<file path="src/rtl/programmable_timer.sv">
// Prescaled compare timer with one-shot and periodic modes.
// Q is a registered one-cycle pulse on each expiry; C/pre/mode are captured at start.
module programmable_timer #(
    parameter int unsigned WIDTH = 6,
    parameter int unsigned PSC_W = 4
) (
    input  logic             clk,
    input  logic             rst,
    input  logic             en,
    input  logic             start,
    input  logic             stop,
    input  logic             mode,
    input  logic [WIDTH-1:0] C,
    input  logic [PSC_W-1:0] pre,
    output logic             Q,
    output logic             busy,
    output logic [WIDTH-1:0] count
);

    typedef enum logic {
        ST_IDLE = 1'b0,
        ST_RUN  = 1'b1
    } state_t;

    state_t           r_state;
    logic [WIDTH-1:0] r_count;
    logic [PSC_W-1:0] r_psc;
    logic [WIDTH-1:0] r_c;
    logic [PSC_W-1:0] r_pre;
    logic             r_mode;
    logic             r_q;

    state_t           w_state_nxt;
    logic [WIDTH-1:0] w_count_nxt;
    logic [PSC_W-1:0] w_psc_nxt;
    logic [WIDTH-1:0] w_c_nxt;
    logic [PSC_W-1:0] w_pre_nxt;
    logic             w_mode_nxt;
    logic             w_q_nxt;
    logic             w_tick;
    logic             w_expire;

    always_ff @(posedge clk or posedge rst) begin
        if (rst) begin
            r_state <= ST_IDLE;
            r_count <= '0;
            r_psc   <= '0;
            r_c     <= '0;
            r_pre   <= '0;
            r_mode  <= 1'b0;
            r_q     <= 1'b0;
        end else begin
            r_state <= w_state_nxt;
            r_count <= w_count_nxt;
            r_psc   <= w_psc_nxt;
            r_c     <= w_c_nxt;
            r_pre   <= w_pre_nxt;
            r_mode  <= w_mode_nxt;
            r_q     <= w_q_nxt;
        end
    end

    // Priority: stop, then start (restarts from any state), then counting in RUN.
    always_comb begin
        w_state_nxt = r_state;
        w_count_nxt = r_count;
        w_psc_nxt   = r_psc;
        w_c_nxt     = r_c;
        w_pre_nxt   = r_pre;
        w_mode_nxt  = r_mode;
        w_q_nxt     = 1'b0;
        w_tick      = 1'b0;
        w_expire    = 1'b0;

        if (stop) begin
            w_state_nxt = ST_IDLE;
        end else if (start) begin
            w_state_nxt = ST_RUN;
            w_count_nxt = '0;
            w_psc_nxt   = '0;
            w_c_nxt     = C;
            w_pre_nxt   = pre;
            w_mode_nxt  = mode;
        end else if (r_state == ST_RUN && en) begin
            if (r_psc == r_pre) begin
                w_tick    = 1'b1;
                w_psc_nxt = '0;
            end else begin
                w_psc_nxt = r_psc + PSC_W'(1);
            end

            if (w_tick) begin
                if (r_count == r_c) begin
                    w_expire = 1'b1;
                end else begin
                    w_count_nxt = r_count + WIDTH'(1);
                end
            end

            // One-shot parks at C_l in IDLE; periodic reloads and keeps running.
            if (w_expire) begin
                w_q_nxt = 1'b1;
                if (r_mode) begin
                    w_count_nxt = '0;
                end else begin
                    w_state_nxt = ST_IDLE;
                end
            end
        end
    end

    assign Q     = r_q;
    assign busy  = (r_state == ST_RUN);
    assign count = r_count;

endmodule

</file>
<file path="config.mk">
export PLATFORM = sky130hd
export DESIGN_NAME = programmable_timer
export DESIGN_NICKNAME = d
export VERILOG_FILES = /design/src/rtl/programmable_timer.sv
export SDC_FILE = /design/constraint.sdc
export NUM_CORES = 1
export LEC_CHECK = 0
export ABC_AREA = 1
export CORE_ASPECT_RATIO = 1.2
export CORE_UTILIZATION = 54
export CTS_BUF_LIST = sky130_fd_sc_hd__clkbuf_4 sky130_fd_sc_hd__clkbuf_8
export CTS_CLUSTER_SIZE = 30
export DETAILED_ROUTE_END_ITERATION = 10
export PLACE_DENSITY_LB_ADDON = 0.1
export SETUP_SLACK_MARGIN = 0.3
export SKIP_LAST_GASP = 1
export SLEW_MARGIN = 30
export SYNTH_ARGS = -nofsm -noshare
export SYNTH_HDL_FRONTEND = slang
export SYNTH_SLANG_ARGS = --single-unit
</file>
<file path="constraint.sdc">
create_clock -name clk -period 1.9 [get_ports clk]
set_clock_uncertainty 0.2 [all_clocks]
set_input_delay 0.38 -clock clk [delete_from_list [all_inputs] [get_ports clk]]
set_output_delay 0.38 -clock clk [all_outputs]
set_load 0.02 [all_outputs]
</file>
# Word level (Yosys, flattened, before mapping)
# Index checks and enable logic that the tools add are counted.
# op_classes
add_sub_neg,2
n_eq_ne,3
n_mux,27
n_bitwise,1
n_reduce_logical,7
# op_table
op,n
6-bit two-way mux,6
1-bit two-way mux,18
4-bit two-way mux,3
"6-bit by 1-bit adder with 6-bit output, second input constant",1
6-bit equality test,1
3-bit nonzero test,2
"4-bit by 1-bit adder with 4-bit output, second input constant",1
4-bit equality test,1
2-bit AND reduction,2
"3-bit inequality test, second input constant",1
3-bit AND reduction,1
2-bit nonzero test,1
1-bit logical AND,1
1-bit inverter,1
# totals
register_bits,23
inputBits,16
word_cells,47

# Longest topological paths before layout
# depth
word_depth,13
depth_mapped,10
mapped_depth_nobuf,10

# Least setup slack after synthesis
# Ideal clock, no wire load.
# synth_path
kind,reg2reg
start,register r_count[1] (netlist: count[1])
end,register r_count[0] (netlist: count[0])
arrival_time_ps,1309
required_ps,1579
setup_slack_ps,270
path_stages_with_launch,10
n_path_buf,0
period_less_slack_ps,1630
path_cell_list,dfrtp_1 > inv_1 > nand2_1 > nand2_1 > nor2_2 > inv_2 > nor2_4 > nand3_4 > a21oi_4 > nor2_1
# synth_between
elab_chain_len,9
# synth_lines
element,line,rtl
start: declaration,26,logic [WIDTH-1:0] r_count;
start signal: assignment,54,r_count <= w_count_nxt;
6-bit equality test (*),93,if (r_count == r_c) begin
1-bit two-way mux,93,
1-bit two-way mux,92,if (w_tick) begin
1-bit two-way mux,84,end else if (r_state == ST_RUN && en) begin
1-bit two-way mux,77,end else if (start) begin
1-bit two-way mux,75,if (stop) begin
6-bit two-way mux (*),101,if (w_expire) begin
6-bit two-way mux (*),84,
6-bit two-way mux (*),77,
# Mark *: on every way between the ends. The rest lies on a longest branch, timed or not. The select of a mux whose other input is x is not followed.
# A chain may end at the register's enable or synchronous reset.

# Worst setup path in the final report
# layout_path
start,register r_psc[3]
end,register r_state (netlist: busy)
# layout_between
elab_chain_len,11
# layout_lines
element,line,rtl
start: declaration,27,logic [PSC_W-1:0] r_psc;
start signal: assignment,55,r_psc <= w_psc_nxt;
4-bit equality test,85,if (r_psc == r_pre) begin
1-bit two-way mux,85,
1-bit two-way mux,84,
1-bit two-way mux,77,
1-bit two-way mux,75,
1-bit two-way mux,92,
1-bit two-way mux,84,
1-bit two-way mux,77,
1-bit two-way mux,75,
3-bit nonzero test (no source line),--,
3-bit AND reduction (no source line),--,
end signal: assignment,53,r_state <= w_state_nxt;
end: declaration,25,state_t r_state;
# Every way passes these cells. The select of a mux whose other input is x is not followed.

==> results.py <==
metrics = {
    "run_status": {
        "status": "finished clean",
    },
    "setup_path": {
        "cpPeakStageDelay_ps": 430,
        "criticalPathCategory": "flip-flop to flip-flop",
        "worst-path-stages": 8,
        "r2r-start": "r_psc[3]",
        "worst_r2r_endpoint": "busy",
        "critPathRequiredTime_ps": 1930,
        "cp_top_family": "flip-flops",
        "cp.arrival_ps": 1670,
        "path_buf_inv": 3,
        "worstSetupEndpointType": "flip-flop",
        "path_cells": "xnor2_1 -> nand2_1 -> nor2_4 -> buf_12 -> buf_4 -> nand4_1 -> o211ai_1 -> inv_1",
        "cp-startpoint": "r_psc[3]",
        "r2r_cells": 8,
        "endpoint": "busy",
        "crit_fanout": 10,
        "startpoint_type": "flip-flop",
        "worst-r2r-setup-slack_ps": 260,
        "cp_slowest_cell": "dfrtp_1",
    },
    "synthesis": {
        "synth_area_leaders": "dfrtp_1 (43%), nand2_1 (15%), inv_1 (5.0%)",
        "yosys.area.top_type": "dfrtp_1",
        "syn_area_um2": 1340,
        "synth_fa_ha_area_frac": 0.0187,
        "synth_top_family_by_area": "simple AND/OR/NAND/NOR gates",
        "muxShareOfSynthArea": 0,
        "syn_inst": 167,
        "yosysSeqAreaShare": 0.430,
        "synth_top_area_frac": 0.430,
        "syn-num-nets": 185,
        "synth-xor-area-share": 0.0327,
        "syn_area_per_cell_um2": 8.02,
        "ys_ff_latch": 23,
        "ys_warn_count": 0,
        "yosys.area_share.simple": 0.355,
        "synth_compound_area_frac": 0.0748,
        "yosysUniqueCellTypes": 24,
    },
    "timing": {
        "period_share": 0.862,
        "slew_violations": 0,
        "fin_setup_tns_ps": 0,
        "post-route-min-period_ps": 1640,
        "finalSetupViolCount": 0,
        "timing.fmax_mhz": 610,
        "rsz0062_at_grt": "true",
        "worstMarginPinSlew_ps": 292,
        "slew_headroom": 0.805,
        "hold_viol": 0,
    },
    "finish": {
        "area_delta_synth_final_pct": 32.2,
        "final_common_cell": "nand2_1",
        "drive_gt1_frac": 0.335,
        "layout.nets": 228,
        "layout_common_cells": "nand2_1 (47), dfrtp_1 (17), buf_4 (17), inv_1 (16), clkdlybuf4s50_1 (15)",
        "num_antenna_cells": 0,
    },
    "floorplanning": {
        "dieWidth_um": 47.5,
        "start_util": 0.581,
        "boundaryPins": 24,
        "dieArea_um2": 2680,
        "std_cell_rows": 19,
        "coreArea_um2": 2310,
        "die_h_um": 56.5,
    },
    "clocking": {
        "clk_latency_ps": 330,
        "postCtsHoldBufs": 0,
        "clkTransAtPathRegs_ps": 130,
        "cts_sinks": 23,
        "cts_buffers": 3,
        "cts_max_path_buffers": 2,
        "root_buffer": "clkbuf_4",
        "h-tree-depth": 1,
        "cts_tree": "done",
    },
    "drt": {
        "via_per_inst": 5.00,
        "dr.pass1.iters": 6,
        "antenna_left": 0,
        "dr.first_iter.drc_count": 30,
        "drc": 0,
        "wl_mm": 2.88,
        "vias": 1201,
        "wl_per_cell_um": 12.0,
    },
    "placed_design": {
        "gp_congestion": 0.861,
        "io_buffers": 23,
        "dpl.hpwl_mm": 1.92,
    },
    "pwr": {
        "p_total_mw": 1.25,
        "leakage_nw": 0.879,
        "powerDensity_nw_per_um2": 709,
        "ir_drop_v": 0.000745,
    },
    "hold_path": {
        "hold_path_class": "input port to asynchronous set/reset pin",
    },
    "flow_run": {
        "maxCapViolCount": 0,
    },
    "global_routing": {
        "grt_pass1_wl_mm": 4.79,
        "grt_max_degree": 24,
        "gr-usage-all-layers": 0.249,
        "antenna_found_initial": 0,
        "grt_pass1_vias": 1145,
        "overflow": 0,
    },
}
-- report_power, final --
group          total, mW  switching, mW  internal (mW)
sequential         0.589         0.0486          0.541
clock              0.261          0.165         0.0968
combinational      0.404          0.230          0.174
-- flip-flops by register name, indices dropped and copies added, names as in the netlist --
register / count
count: 6
r_c: 6
r_pre: 4
r_psc: 4
Q: 1
busy: 1
r_mode: 1
-- metrics by stage --
step                      area (µm²)  utilization  setup slack (ps)  std cells  hold WS, ps
after global placement          1630        0.706              12.8        223          293
final                           1770        0.768               262        240          171
after floorplan                 1340            -               302        167          182
after global routing            1770        0.768               164        240          191
after detailed placement        1630        0.706              18.4        223          288
after CTS                       1730        0.751               181        237          188
-- routing by layer --
metal,part of all wire,routed length (µm),track usage,vias to the layer above
met4,0.023,65,0.127,0
met1,0.44,1280,0.307,550
met2,0.49,1420,0.401,36
li1,-,-,-,608
met3,0.038,110,0.0386,7
met5,0,0,0,-
-- cell type report --
class	count	area, µm²
fillers	167	536
repair buffers	41	338
multi-input cells	115	683
flip-flops and latches	23	583
well taps	31	38.8
inverters	26	97.6
clock buffers	4	30.0
-- synth_stat cells --
cell       n
xnor2_1    3
and3_1     1
nand3_1    7
o211ai_1   1
nand2_2    4
a21oi_4    1
nand3_4    3
o21ai_0   12
xor2_1     2
inv_1     18
nor3_1     1
dfrtp_1   23
o41ai_2    1
nor4_1     1
nand4_1    7
nor2_1     9
nor2_2     2
nand2_4    1
ha_1       2
nor2_4     4
inv_2      8
nand2_1   53
buf_2      2
buf_6      1
-- how the worst min path moves through the flow --
stage,to,from,slack [ps],cells past startpoint
after floorplan,Q,rst,180,1
after global placement,r_pre[3],r_pre[3],290,2
after detailed placement,r_pre[3],r_pre[3],290,2
after CTS,r_pre[1],rst,190,3
after global routing,r_pre[2],rst,190,3
final,r_c[1],rst,170,3
-- kinds of logic after synthesis --
| group | Yosys count |
|---|---|
| AND/OR/NAND/NOR | 93 |
| buffers and inverters | 29 |
| flip-flops | 23 |
| AO/OA/AOI/OAI | 15 |
| XOR/XNOR | 5 |
| adder cells (fa/ha/maj) | 2 |
-- what timing repair did --
| item | in CTS | in global routing |
|---|---|---|
| pin swaps | 4 | 5 |
| cloned | 0 | 0 |
| gates resized for setup | 26 | 18 |
| buffers inserted | 10 | 3 |
| setup endpoints to repair | 19 | 15 |
-- worst register-to-register path, stage by stage (launching register included) --
cell,delay [ps]
dfrtp_1,430
xnor2_1,170
nand2_1,110
nor2_4,140
buf_12,140
buf_4,110
nand4_1,80
o211ai_1,110
inv_1,60
Power figures use the tool's default switching activity.
